### config.mk
export PLATFORM = sky130hd
export DESIGN_NAME = serial_alu_ctrl
export DESIGN_NICKNAME = d
export VERILOG_FILES = /design/src/rtl/alu_pkg.sv /design/src/rtl/alu.sv /design/src/rtl/serial_alu_ctrl.sv
export SDC_FILE = /design/constraint.sdc
export NUM_CORES = 1
export LEC_CHECK = 0
export CAP_MARGIN = 30
export CORE_MARGIN = 2
export CORE_UTILIZATION = 40
export CTS_CLUSTER_SIZE = 24
export DETAILED_ROUTE_END_ITERATION = 8
export SYNTH_ARGS = -nofsm -noshare
export SYNTH_HDL_FRONTEND = slang
export SYNTH_SLANG_ARGS = --single-unit
### constraint.sdc
create_clock -name clk -period 2.12 [get_ports clk]
set_clock_uncertainty 0.05 [all_clocks]
set_input_delay 0.424 -clock clk [delete_from_list [all_inputs] [get_ports clk]]
set_output_delay 0.424 -clock clk [all_outputs]
set_load 0.02 [all_outputs]
### src/rtl/alu_pkg.sv
`default_nettype none
// +----------------------------------------------------------------------+
// | alu_pkg                                                              |
// | Shared AluOp codes, op classification helpers and the sequencer      |
// | FSM state encoding.                                                  |
// | Revision: 1.0                                                        |
// +----------------------------------------------------------------------+
package alu_pkg;

  localparam logic [2:0] OP_ADD = 3'b000;
  localparam logic [2:0] OP_XOR = 3'b001;
  localparam logic [2:0] OP_SUB = 3'b010;
  localparam logic [2:0] OP_NOR = 3'b101;
  localparam logic [2:0] OP_AND = 3'b110;
  localparam logic [2:0] OP_OR  = 3'b111;

  typedef enum logic [1:0] {
    ST_IDLE = 2'd0,
    ST_RUN  = 2'd1,
    ST_DONE = 2'd2
  } state_t;

  // Codes 011 and 100 have no meaning for the cell.
  function automatic logic op_is_legal(input logic [2:0] code);
    return (code != 3'b011) && (code != 3'b100);
  endfunction

  // Only ADD and SUB propagate a carry between bit slices.
  function automatic logic op_is_arith(input logic [2:0] code);
    return (code == OP_ADD) || (code == OP_SUB);
  endfunction

endpackage
`default_nettype wire

### src/rtl/alu.sv
`default_nettype none
// +----------------------------------------------------------------------+
// | ALU                                                                  |
// | 1-bit ALU cell: ADD, SUB (a + ~b + cin), AND, OR, NOR, XOR.          |
// | Carry out is only meaningful for ADD/SUB and is 0 otherwise.         |
// | Revision: 1.0                                                        |
// +----------------------------------------------------------------------+
module ALU
  import alu_pkg::*;
(
  input  logic       a,
  input  logic       b,
  input  logic       cin,
  input  logic [2:0] alu_op,
  output logic       r,
  output logic       cout
);

  logic b_inv;

  assign b_inv = ~b;

  // Per-op bit function; illegal codes produce 0.
  always_comb begin
    r    = 1'b0;
    cout = 1'b0;
    case (alu_op)
      OP_ADD: begin
        r    = a ^ b ^ cin;
        cout = (a & b) | (a & cin) | (b & cin);
      end
      OP_SUB: begin
        r    = a ^ b_inv ^ cin;
        cout = (a & b_inv) | (a & cin) | (b_inv & cin);
      end
      OP_XOR: r = a ^ b;
      OP_NOR: r = ~(a | b);
      OP_AND: r = a & b;
      OP_OR:  r = a | b;
      default: begin
        r    = 1'b0;
        cout = 1'b0;
      end
    endcase
  end

endmodule
`default_nettype wire

### src/rtl/serial_alu_ctrl.sv
`default_nettype none
// +----------------------------------------------------------------------+
// | serial_alu_ctrl                                                      |
// | Bit-serial sequencer: steps the 1-bit ALU cell once per clock, LSB   |
// | first, to produce a WIDTH-bit result with carry, zero and error.     |
// | Revision: 1.0                                                        |
// +----------------------------------------------------------------------+
module serial_alu_ctrl
  import alu_pkg::*;
#(
  parameter int WIDTH = 8
) (
  input  logic             clk,
  input  logic             rst_n,
  input  logic             start,
  input  logic [2:0]       op,
  input  logic [WIDTH-1:0] a_in,
  input  logic [WIDTH-1:0] b_in,
  output logic             busy,
  output logic             done,
  output logic [WIDTH-1:0] result,
  output logic             cout,
  output logic             zero,
  output logic             err
);

  localparam int CW = (WIDTH > 1) ? $clog2(WIDTH) : 1;
  localparam logic [CW-1:0] LAST_BIT = CW'(WIDTH - 1);

  state_t           state;
  state_t           next_state;
  logic [WIDTH-1:0] a_sr;
  logic [WIDTH-1:0] b_sr;
  logic [2:0]       op_q;
  logic             carry;
  logic [CW-1:0]    cnt;

  logic             cell_r;
  logic             cell_cout;
  logic             accept;
  logic             legal;
  logic             last_bit;
  logic [WIDTH-1:0] result_next;

  assign accept      = start && ((state == ST_IDLE) || (state == ST_DONE));
  assign legal       = op_is_legal(op);
  assign last_bit    = (cnt == LAST_BIT);
  assign result_next = {cell_r, result[WIDTH-1:1]};

  ALU u_alu (
    .a      (a_sr[0]),
    .b      (b_sr[0]),
    .cin    (carry),
    .alu_op (op_q),
    .r      (cell_r),
    .cout   (cell_cout)
  );

  // State register.
  always_ff @(posedge clk) begin
    if (!rst_n) state <= ST_IDLE;
    else        state <= next_state;
  end

  // Next-state logic; illegal ops skip RUN and report immediately.
  always_comb begin
    next_state = state;
    case (state)
      ST_IDLE: if (start) next_state = legal ? ST_RUN : ST_DONE;
      ST_RUN:  if (last_bit) next_state = ST_DONE;
      ST_DONE: begin
        if (start) next_state = legal ? ST_RUN : ST_DONE;
        else       next_state = ST_IDLE;
      end
      default: next_state = ST_IDLE;
    endcase
  end

  // Status outputs registered from the next state so they line up with it.
  always_ff @(posedge clk) begin
    if (!rst_n) begin
      busy <= 1'b0;
      done <= 1'b0;
    end else begin
      busy <= (next_state == ST_RUN);
      done <= (next_state == ST_DONE);
    end
  end

  // Operand capture, per-bit shifting and final flag loading.
  always_ff @(posedge clk) begin
    if (!rst_n) begin
      a_sr   <= '0;
      b_sr   <= '0;
      op_q   <= 3'b000;
      carry  <= 1'b0;
      cnt    <= '0;
      result <= '0;
      cout   <= 1'b0;
      zero   <= 1'b0;
      err    <= 1'b0;
    end else if (accept) begin
      result <= '0;
      cout   <= 1'b0;
      if (legal) begin
        a_sr  <= a_in;
        b_sr  <= b_in;
        op_q  <= op;
        // SUB is a + ~b + 1: the +1 enters as carry into bit 0.
        carry <= (op == OP_SUB);
        cnt   <= '0;
        zero  <= 1'b0;
        err   <= 1'b0;
      end else begin
        zero  <= 1'b1;
        err   <= 1'b1;
      end
    end else if (state == ST_RUN) begin
      result <= result_next;
      a_sr   <= a_sr >> 1;
      b_sr   <= b_sr >> 1;
      carry  <= op_is_arith(op_q) ? cell_cout : 1'b0;
      cnt    <= cnt + CW'(1);
      if (last_bit) begin
        cout <= op_is_arith(op_q) ? cell_cout : 1'b0;
        zero <= (result_next == '0);
      end
    end
  end

endmodule
`default_nettype wire

### After elaboration in Yosys (flattened, before gate mapping)

Cells that the tools add are included.
Widths: inputs -> output; s select.

* flip-flop bits (word level): 38
* input port bits: 22
* output and inout port bits: 13
* word-level logic and storage cells: 82

* add/sub/neg operators: 1
* equal/unequal tests: 14
* muxes and demuxes: 24
* bitwise operators: 17
* reduce and logical (&&, ||, !) cells: 14

Operators with widths (number)
* $mux 8: 6
* $eq 3x3->1 const B: 4
* $mux 3: 3
* $logic_not 8->1: 1
* $mux 1: 8
* $mux 2: 4
* $reduce_and 2->1: 4
* $eq 3x2->1 const B: 2
* $pmux 1 s6: 1
* $pmux 2 s3: 1
* $and 1x1->1: 5
* $or 1x1->1: 5
* $eq 2x1->1 const B: 2
* $eq 2x2->1 const B: 2
* $reduce_bool 2->1: 2
* $xor 1x1->1: 4
* $add 3x1->3 const B: 1
* $eq 3x1->1 const B: 1
* $logic_not 3->1: 1
* $ne 3x2->1 const B: 1
* $ne 3x3->1 const B: 1
* $not 1->1: 3
* $logic_and 1x1->1: 2
* $logic_not 2->1: 1
* 4 further kinds: 5

### Longest topological paths before layout

* depth in word-level cells: 8
* mapped depth: 6
* gate-level depth less buffers: 6

### Modules after synthesis

Synthesis repeated with hierarchy kept, for this count alone.

* cell total of the unflattened synthesis: 185
* area total of the unflattened synthesis: 1749.2 um^2

Modules (own cells, without submodules)
* serial_alu_ctrl: times used 1, cells an instance 165, area an instance 1599.0 um^2, seq. area each 760.7 um^2
* ALU: times used 1, cells an instance 20, area an instance 150.1 um^2, seq. area each 0.0 um^2

### Worst setup path after synthesis

No wires, ideal clock.

* path type: register to register
* start point: reg b_sr[0]
* end point: reg zero
* library setup time: 0.115 ns
* arrival time: 1.587 ns
* required time: 1.955 ns
* setup slack: 0.369 ns
* stages on the path, launching flop included: 7
* buffers on the path: 0
* period minus slack after synthesis: 1.751 ns
* path through: dfxtp_1 inv_1 ha_1 nand2b_1 or3_1 a31o_2 a21bo_1

* longest elaborated chain between the ends: 8
* elaborated cells between the ends (all ways): 13
* those cells by class: 4 x mux; 8 x bitwise; 1 x reduce/logical

Ends and longest elaborated chain
* from (decl): RTL line serial_alu_ctrl.sv:33 `logic [WIDTH-1:0] b_sr;`
* from (signal assigned): RTL line serial_alu_ctrl.sv:107 `b_sr <= b_in;`
* from (signal assigned): RTL line serial_alu_ctrl.sv:121 `b_sr <= b_sr >> 1;`
* $not 1->1: RTL line alu.sv:21 `assign b_inv = ~b;`
* $xor 1x1->1 (2 in a row): RTL line alu.sv:33 `r = a ^ b_inv ^ cin;`
* $pmux 1 s6 *: RTL line alu.sv:27 `case (alu_op)`
* $logic_not 8->1 *: RTL line serial_alu_ctrl.sv:126 `zero <= (result_next == '0);`
* $mux 1 *: RTL line serial_alu_ctrl.sv:124 `if (last_bit) begin`
* $mux 1 *: RTL line serial_alu_ctrl.sv:118 `end else if (state == ST_RUN) begin`
* $mux 1 *: RTL line serial_alu_ctrl.sv:102 `end else if (accept) begin`
* to (signal assigned): RTL line serial_alu_ctrl.sv:126
* to (decl): RTL line serial_alu_ctrl.sv:23 `output logic zero,`

Mark *: on every way between the ends. The rest lies on a longest branch, timed or not. The select of a mux whose other input is x is not followed.
A chain may end at the register's enable or synchronous reset.

### Worst setup path in the final report

* start point: in op[2]
* end point: reg b_sr[0]

* longest elaborated chain between the ends: 4
* elaborated cells between the ends (all ways): 5
* those cells by class: 3 x eq/ne; 2 x reduce/logical

Ends and longest elaborated chain
* from (decl): RTL line serial_alu_ctrl.sv:16 `input logic [2:0] op,`
* $ne 3x2->1 / $ne 3x3->1 (equally long branches): RTL line alu_pkg.sv:25 `return (code != 3'b011) && (code != 3'b100);`
* $logic_and 1x1->1 *: RTL line alu_pkg.sv:25
* $ne 2x1->1 (no source line) *
* $reduce_and 2->1 (no source line) *

Mark *: on every way between the ends. The rest lies on a longest branch, timed or not.

==> flow_metrics.py <==
metrics = {
    "finish": {
        "area_growth_pct": 31.3,
        "diodes": 0,
        "fin_area_um2": 2420,
        "n_fill_cell": 387,
        "drive_gt1_share_pct": 19.1,
        "final_cell_mix": "dfxtp_1, clkdlybuf4s50_1, nor2_1",
        "final_common_cell": "dfxtp_1",
        "fin_nets": 272,
        "post-route-util_pct": 55.2,
    },
    "floorplan": {
        "dieHeight_um": 71.9,
        "die_area_um2": 5170,
        "row_count": 24,
        "die_w_um": 71.9,
        "core-area_um2": 4380,
        "pin_count": 35,
        "start_util_pct": 42.0,
    },
    "grt": {
        "grt_max_degree": 32,
        "grt_pass1_wl_mm": 6.87,
        "grt_util_all_layers_pct": 17.2,
        "antenna_found_initial": 0,
        "grt-ovfl-total": 0,
        "first_global_vias": 1506,
    },
    "sta": {
        "setup_viol": 0,
        "min_period_ns": 1.91,
        "tns_ns": 0,
        "hold_viol": 0,
        "post-route-period-util_pct": 90.3,
        "drv_slew": 0,
        "worst_slew_pin_slew_ns": 0.381,
        "clock.fmax_ghz": 0.522,
        "slew_headroom_pct": 74.6,
        "final.setup.worst_slack_ns": 0.205,
        "rsz0062_at_grt": "no",
    },
    "clock_network": {
        "cts_buffers": 5,
        "cts_resized": 0,
        "cts.reportedPaths.clkPinSlew_ns": 0.08,
        "cts_root_buffer": "clkbuf_8",
        "cts_hold_buffers": 0,
        "cts_setup_buffers": 0,
        "clock_latency_ns": 0.29,
        "cts_sinks": 38,
        "cts_buffer_depth": 2,
        "h-tree-depth": 2,
        "cts_tree": "yes",
    },
    "placement": {
        "dp_hpwl_mm": 2.98,
        "placed_area_um2": 2320,
        "gp_congestion": 0.785,
        "place_ws_ns": -0.0879,
        "portBuffers": 34,
    },
    "route": {
        "drt-pass1-iter-count": 4,
        "viasPerCell": 5.26,
        "drt_iter0_drc": 61,
        "ant_nets": 0,
        "wl_per_cell_um": 13.8,
        "wl_mm": 4.11,
        "drc": 0,
        "vias": 1566,
    },
    "critical_path": {
        "critPathKind": "in2reg",
        "start_kind": "input pin",
        "crit_buf_inv": 2,
        "cpMaxStageDelayCell": "clkdlybuf4s50_1",
        "cp_max_fo": 14,
        "max_stage_delay_ns": 0.50,
        "cp-end-kind": "flop",
        "crit_arrival_ns": 2.03,
        "worstPathRequired_ns": 2.24,
        "crit_chain": "clkdlybuf4s50_1 > and3b_1 > or3_1 > buf_12 > o221ai_1 > a31oi_1",
        "crit_family": "buffers and inverters",
    },
    "hold_path": {
        "hold_class": "reg2reg",
    },
    "logic_synthesis": {
        "async_reset_ff_share_pct": 0,
        "synth_ff_type": "dfxtp_1",
        "seq_area_frac_synth_pct": 41.3,
        "syn_area_um2": 1840,
        "syn_nets": 224,
        "synth_edf_count": 0,
        "yosysUniqueCellTypes": 46,
        "yosys_warnings": 0,
        "ys_ff_latch": 38,
        "syn_inst": 197,
        "avgSynthCellArea_um2": 9.36,
    },
    "run": {
        "drv_cap": 0,
    },
    "power": {
        "p_leak_nw": 0.920,
        "ir_drop_uv": 482,
        "p_per_area_nw_per_um2": 700,
    },
    "status": {
        "status": "completed",
    },
}
worst min-delay path, cell delays in order (launching register included):
cell     delay, ns
dfxtp_1       0.32
nand2_1       0.05
a21oi_1       0.05
flip-flops by register name, summed over array words and instances (netlist names), 2 cells and up:
| register | flops |
|---|---|
| op_q | 3 |
| a_sr | 8 |
| result | 8 |
| b_sr | 8 |
| cnt | 3 |
| state | 2 |
power by group:
group          internal (mW)  switching (mW)
clock network          0.261           0.265
registers              0.767          0.0461
logic                  0.182           0.173
cell type report:
cell class,instances,area [um^2],share of cell area [%]
Clock buffer,6,82.6,3.41
Clock inverter,2,12.5,0.517
Inverter,4,15.0,0.620
Multi-Input combinational cell,143,988,40.8
Sequential cell,38,761,31.4
Tap cell,52,65.1,2.69
Timing Repair Buffer,53,495,20.5
routing by layer:
layer | part of all wire, % | track usage [%] | up-vias
li1 | - | - | 804
met1 | 47 | 22.0 | 724
met2 | 47 | 27.7 | 33
met3 | 4.9 | 5.91 | 5
met4 | 1.1 | 4.40 | 0
met5 | 0 | 0 | -
cell usage after synthesis (2+ instances only):
cell	instances	area, um^2
nand4b_1	2	17.5
and3_1	2	12.5
a22oi_1	2	15.0
a21oi_1	10	50.1
dfxtp_1	38	761
nor2_2	2	12.5
nand2b_1	5	31.3
o21a_1	4	30.0
nor2b_1	7	43.8
inv_1	4	15.0
mux2i_1	3	30.0
or3_1	4	25.0
a31oi_1	2	12.5
buf_6	2	22.5
nand2_1	20	75.1
clkbuf_1	6	22.5
nand3_1	4	20.0
nor2_1	26	97.6
buf_2	2	10.0
a21boi_0	4	30.0
o211ai_1	3	22.5
o221ai_2	13	195
ha_1	5	62.6
and2_1	2	12.5
o21ai_0	4	20.0
metrics by stage:
step	hold slack, ns	power [mW]	instances
6_report	0.421	1.69	298
2_1_floorplan	0.391	1.05	197
5_1_grt	0.458	1.80	298
4_1_cts	0.423	1.71	298
3_3_place_gp	0.396	1.17	290
3_5_place_dp	0.412	1.19	290
cell families after synthesis:
| kind of cell | synth area share [%] |
|---|---|
| xor gates and xnor gates | 0.475 |
| and+or+nand+nor | 23.0 |
| buffers and inverters | 5.09 |
| DFF | 41.3 |
| adders and majority gates | 3.39 |
| AOI/OAI and AO/OA | 25.1 |
| muxes | 1.63 |
path summary, 6_finish.rpt:
check            start  cells after the start  slack [ns]   endpoint
max              op[2]                      6        0.21    b_sr[0]
min reg2reg  result[0]                      2        0.42  result[0]
max reg2reg    b_sr[0]                      6        0.24       zero
min          result[0]                      2        0.42  result[0]
(Power assumes the default switching activity.)
